File: src/rtl/delay_hs_arr.sv
// Handshaked delay array: DELAY-stage, WIDTH-bit pipeline with valid/ready on both ends.
// Words stall under backpressure and bubbles collapse toward the output.

package delay_hs_arr_pkg;
    typedef struct packed {
        logic Data_Control_Clock;
        logic Data_Control_Reset;
    } Data_Control_T;
endpackage

module delay_hs_arr
    import delay_hs_arr_pkg::*;
#(
    parameter int WIDTH = 4,
    parameter int DELAY = 2
) (
    input  delay_hs_arr_pkg::Data_Control_T    ctrl,
    input  logic                               flush,
    input  logic                               in_valid,
    output logic                               in_ready,
    input  logic [WIDTH-1:0]                   in,
    output logic                               out_valid,
    input  logic                               out_ready,
    output logic [WIDTH-1:0]                   out,
    output logic [$clog2(DELAY+1)-1:0]         count
);

    localparam int CNT_W = $clog2(DELAY + 1);

    logic clk;
    logic rst;

    logic [WIDTH-1:0] data [DELAY];
    logic [DELAY-1:0] valid;
    logic [DELAY-1:0] leave;
    logic [DELAY-1:0] can_take;

    assign clk = ctrl.Data_Control_Clock;
    assign rst = ctrl.Data_Control_Reset;

    // Walk from the output back to stage 0 so each stage sees whether its
    // downstream neighbour is empty or emptying this cycle.
    always_comb begin
        logic downstream_open;
        downstream_open = out_ready;
        leave           = '0;
        can_take        = '0;
        for (int k = DELAY - 1; k >= 0; k--) begin
            leave[k]        = valid[k] & downstream_open;
            can_take[k]     = ~valid[k] | leave[k];
            downstream_open = can_take[k];
        end
    end

    assign in_ready  = can_take[0] & ~flush;
    assign out_valid = valid[DELAY-1];
    assign out       = data[DELAY-1];

    always_ff @(posedge clk or posedge rst) begin
        if (rst) begin
            valid <= '0;
            for (int k = 0; k < DELAY; k++) begin
                data[k] <= '0;
            end
        end else if (flush) begin
            valid <= '0;
            for (int k = 0; k < DELAY; k++) begin
                data[k] <= '0;
            end
        end else begin
            if (in_valid && in_ready) begin
                data[0]  <= in;
                valid[0] <= 1'b1;
            end else if (leave[0]) begin
                valid[0] <= 1'b0;
            end
            // An emptied stage keeps its stale data; only valid drops.
            for (int k = 1; k < DELAY; k++) begin
                if (leave[k-1]) begin
                    data[k]  <= data[k-1];
                    valid[k] <= 1'b1;
                end else if (leave[k]) begin
                    valid[k] <= 1'b0;
                end
            end
        end
    end

    always_comb begin
        logic [CNT_W-1:0] sum;
        sum = '0;
        for (int k = 0; k < DELAY; k++) begin
            sum = sum + CNT_W'(valid[k]);
        end
        count = sum;
    end

endmodule

File: config.mk
export PLATFORM = sky130hd
export DESIGN_NAME = delay_hs_arr
export DESIGN_NICKNAME = d
export VERILOG_FILES = /design/src/rtl/delay_hs_arr.sv
export SDC_FILE = /design/constraint.sdc
export NUM_CORES = 1
export LEC_CHECK = 0
export CORE_AREA = 8 8 45 47
export CTS_BUF_LIST = sky130_fd_sc_hd__clkbuf_8 sky130_fd_sc_hd__clkbuf_16
export DETAILED_ROUTE_END_ITERATION = 8
export DIE_AREA = 0 0 53 55
export PLACE_DENSITY = 0.79
export SLEW_MARGIN = 10
export SYNTH_ARGS = -nofsm -noshare
export SYNTH_HDL_FRONTEND = slang
export SYNTH_SLANG_ARGS = --single-unit
File: constraint.sdc
create_clock -name ctrl -period 1.88 [get_ports ctrl]
set_clock_uncertainty 0.05 [all_clocks]
set_input_delay 0.376 -clock ctrl [delete_from_list [all_inputs] [get_ports ctrl]]
set_output_delay 0.376 -clock ctrl [all_outputs]
set_load 0.01 [all_outputs]
==> out/qor.json <==
{
  "yosys.area.top_type_share_pct": 50.4,
  "synth_compound_gate_area_share_pct": 14.4,
  "wl_per_cell_um": 12.5,
  "rows": 14,
  "dr.pass1.iters": 3,
  "slew_headroom_pct": 86.9,
  "layout_min_cycle_time_ns": 1.75,
  "netSwitchingFraction_pct": 32.0,
  "floorplan.initialDensity_pct": 35.9,
  "ant_nets": 0,
  "syn_inst": 46,
  "fp.coreArea_mm2": 0.00138,
  "cp.arrival_ns": 1.32,
  "setup.worst_path.class": "input port to output port",
  "first_global_vias": 539,
  "vias": 435,
  "grt_start_max_net_pins": 12,
  "cap_viol_max_count": 0,
  "irDropWorstVdd_mv": 0.593,
  "hold_path_class": "flip-flop to flip-flop",
  "power.net_switching_uw": 269,
  "first_pass_grt_wire_length_um": 1940,
  "power_report.internal_total_uw": 573,
  "ctsHoldBuffers": 0,
  "yosysWarnings": 0,
  "synthArstFlopShare_pct": 100,
  "grt_antenna_before_repair": 0,
  "drc_errors": 0,
  "worst_path_dominant_cell_family": "buffers and inverters",
  "crit_slowest_cell": "clkdlybuf4s50_1",
  "synth_top_area_cell": "dfrtp_1",
  "layout.cells.most_common": "clkdlybuf4s50_1",
  "grt_use_met2_pct": 11.7,
  "path_clk_slew_ns": 0.04,
  "fp.dieH_um": 55,
  "global_route.usage.total_pct": 10.6,
  "p_per_area_mw_per_mm2": 1090,
  "synthAdderAreaFrac_pct": 2.52,
  "timing_worst_slew_pin_value_ns": 0.196,
  "final_layout_size_suffix_gt1_share_pct": 21.3,
  "power_frac_seq_pct": 26.8,
  "setup_repair_after_global_routing_missed_its_margin": "no",
  "report.final.setup_viol": 0,
  "final.hold.worst_slack_ns": 0.474,
  "muxShareOfSynthArea_pct": 9.07,
  "synth_area_leaders": "dfrtp_1, mux2_2, buf_4",
  "initialDrtViolationCount": 2,
  "total_power_uw": 842,
  "timing.critical_path.fanout_max": 2,
  "use_met3_pct": 10.4,
  "cts_tree": "built",
  "clock_latency_ns": 0.23,
  "clock_network_power_share_pct": 64.7,
  "grt_busiest_layer": "met4",
  "max_clk_rate_ghz": 0.572,
  "period_share_pct": 93.1,
  "worstSetupEndpointType": "output port",
  "edff_count_synth": 0,
  "synth-main-ff-cell": "dfrtp_1",
  "cp_slowest_stage_delay_ns": 0.47,
  "netlist_area_pre_place_um2": 497,
  "fp.dieW_um": 53,
  "gp_congestion": 0.752,
  "critical_path.startpoint_type": "input port",
  "maxSlewViolCount": 0,
  "postSynthAreaPerCell_um2": 10.8,
  "cells_along_the_critical_path": "clkdlybuf4s50_1 > nor2b_1 > a21oi_1 > dlygate4sd2_1",
  "final_net_count": 87,
  "final_design_area_no_fill_um2": 773,
  "routed_wirelength_um": 1130,
  "die_area_mm2": 0.00292,
  "yosysSeqAreaShare_pct": 50.4,
  "avgViaCountPerCell": 4.78,
  "place_hpwl_um": 768,
  "leak_pwr_nw": 0.391,
  "worstPathRequired_ns": 1.45,
  "mostFrequentLayoutCells": "clkdlybuf4s50_1, inv_1, dfrtp_1",
  "top_level_ports": 17,
  "power.combinational.fraction_pct": 8.5,
  "gr-usage-met1_pct": 6.83,
  "synthToLayoutAreaGrowth_pct": 55.7,
  "grt_remaining_overflow": 0,
  "critPathBufInv": 2,
  "tns_ns": 0,
  "synthXorXnorAreaFrac_pct": 0,
  "synth_cell_type_count": 14,
  "antenna_cells": 0,
  "mappedNetlistNets": 56,
  "synth_seq_cells": 10,
  "combinational_family_with_the_most_area_after_synthesis": "simple AND/OR/NAND/NOR gates",
  "run_status": "completed",
  "postPlaceCellArea_um2": 659,
  "fraction_of_the_mapped_netlist_area_in_simple_logic_gates_pct": 14.6,
  "finalHoldViolCount": 0,
  "portBuffers": 15
}
-- metal layers --
| layer | wire (µm) | part of all wire, % |
|---|---|---|
| met5 | 0 | 0 |
| met4 | 61 | 5.4 |
| met3 | 120 | 11 |
| met2 | 505 | 45 |
| met1 | 445 | 39 |
-- worst paths after layout --
check,from,end,slack (ns),depth (start not counted)
hold / removal,data[4]$_DFFE_PP0P_,out[0]$_DFFE_PP0P_,0.47,2
setup / recovery,out_ready,in_ready,0.13,4
hold reg to reg,data[4]$_DFFE_PP0P_,out[0]$_DFFE_PP0P_,0.47,2
max in group asynchronous,ctrl[0],valid[0]$_DFFE_PP0P_,1.03,3
min in group asynchronous,ctrl[0],out[3]$_DFFE_PP0P_,0.65,3
setup reg to reg,valid[0]$_DFFE_PP0P_,data[7]$_DFFE_PP0P_,0.57,4
-- Yosys cell counts, types with 2 or more instances --
library cell and number:
a21oi_1 7, and2b_1 4, buf_4 5, dfrtp_1 10, mux2_2 4, nand3_1 4
nor2b_1 2, o21ai_0 4
-- tightest hold or removal path, stage by stage (launching register included) --
cell and delay (ns):
dfrtp_1 0.36, nand3_1 0.06, a21oi_1 0.05
-- sequential cells by signal, indices dropped and copies added (netlist names) --
signal  flops
data        4
out         4
valid       2
-- repair_timing --
item                                    4_1_cts  5_1_grt
resized for setup                             2        0
setup buffers                                 0        0
endpoints found under the setup margin        2        0
-- area by class of cell --
cell class                      instances  area, µm²
Tap cell                               16       20.0
Timing Repair Buffer                   19        178
Sequential cell                        10        250
Clock inverter                         10       37.5
Inverter                                1       3.75
Fill cell                             131        611
Multi-Input combinational cell         29        201
Clock buffer                            6       82.6
-- power groups by stage --
stage               registers (mW)  logic [mW]  clock network, mW
finish                       0.226      0.0717              0.545
global route                 0.226      0.0786              0.642
CTS                          0.226      0.0725              0.576
detailed placement           0.230      0.0747             0.0663
global placement             0.230      0.0734             0.0663
floorplan                    0.231      0.0371             0.0663
-- through the flow --
step           utilization (%)  cells  worst slack, ns
2_1_floorplan                -     46            0.585
3_3_place_gp              47.6     76           -0.119
3_5_place_dp              47.6     76           -0.157
4_1_cts                   55.9     91            0.116
5_1_grt                   55.9     91           0.0790
6_report                  55.9     91            0.130
-- cells by family (layout without fill, tap and decap cells) --
group,after synthesis,in the layout
multiplexers,4,4
adder cells (fa/ha/maj),1,1
flip-flops,10,10
AND/OR/NAND/NOR,12,12
buffers and inverters,7,36
AO/OA/AOI/OAI,12,12
Power figures use the tool's default switching activity.
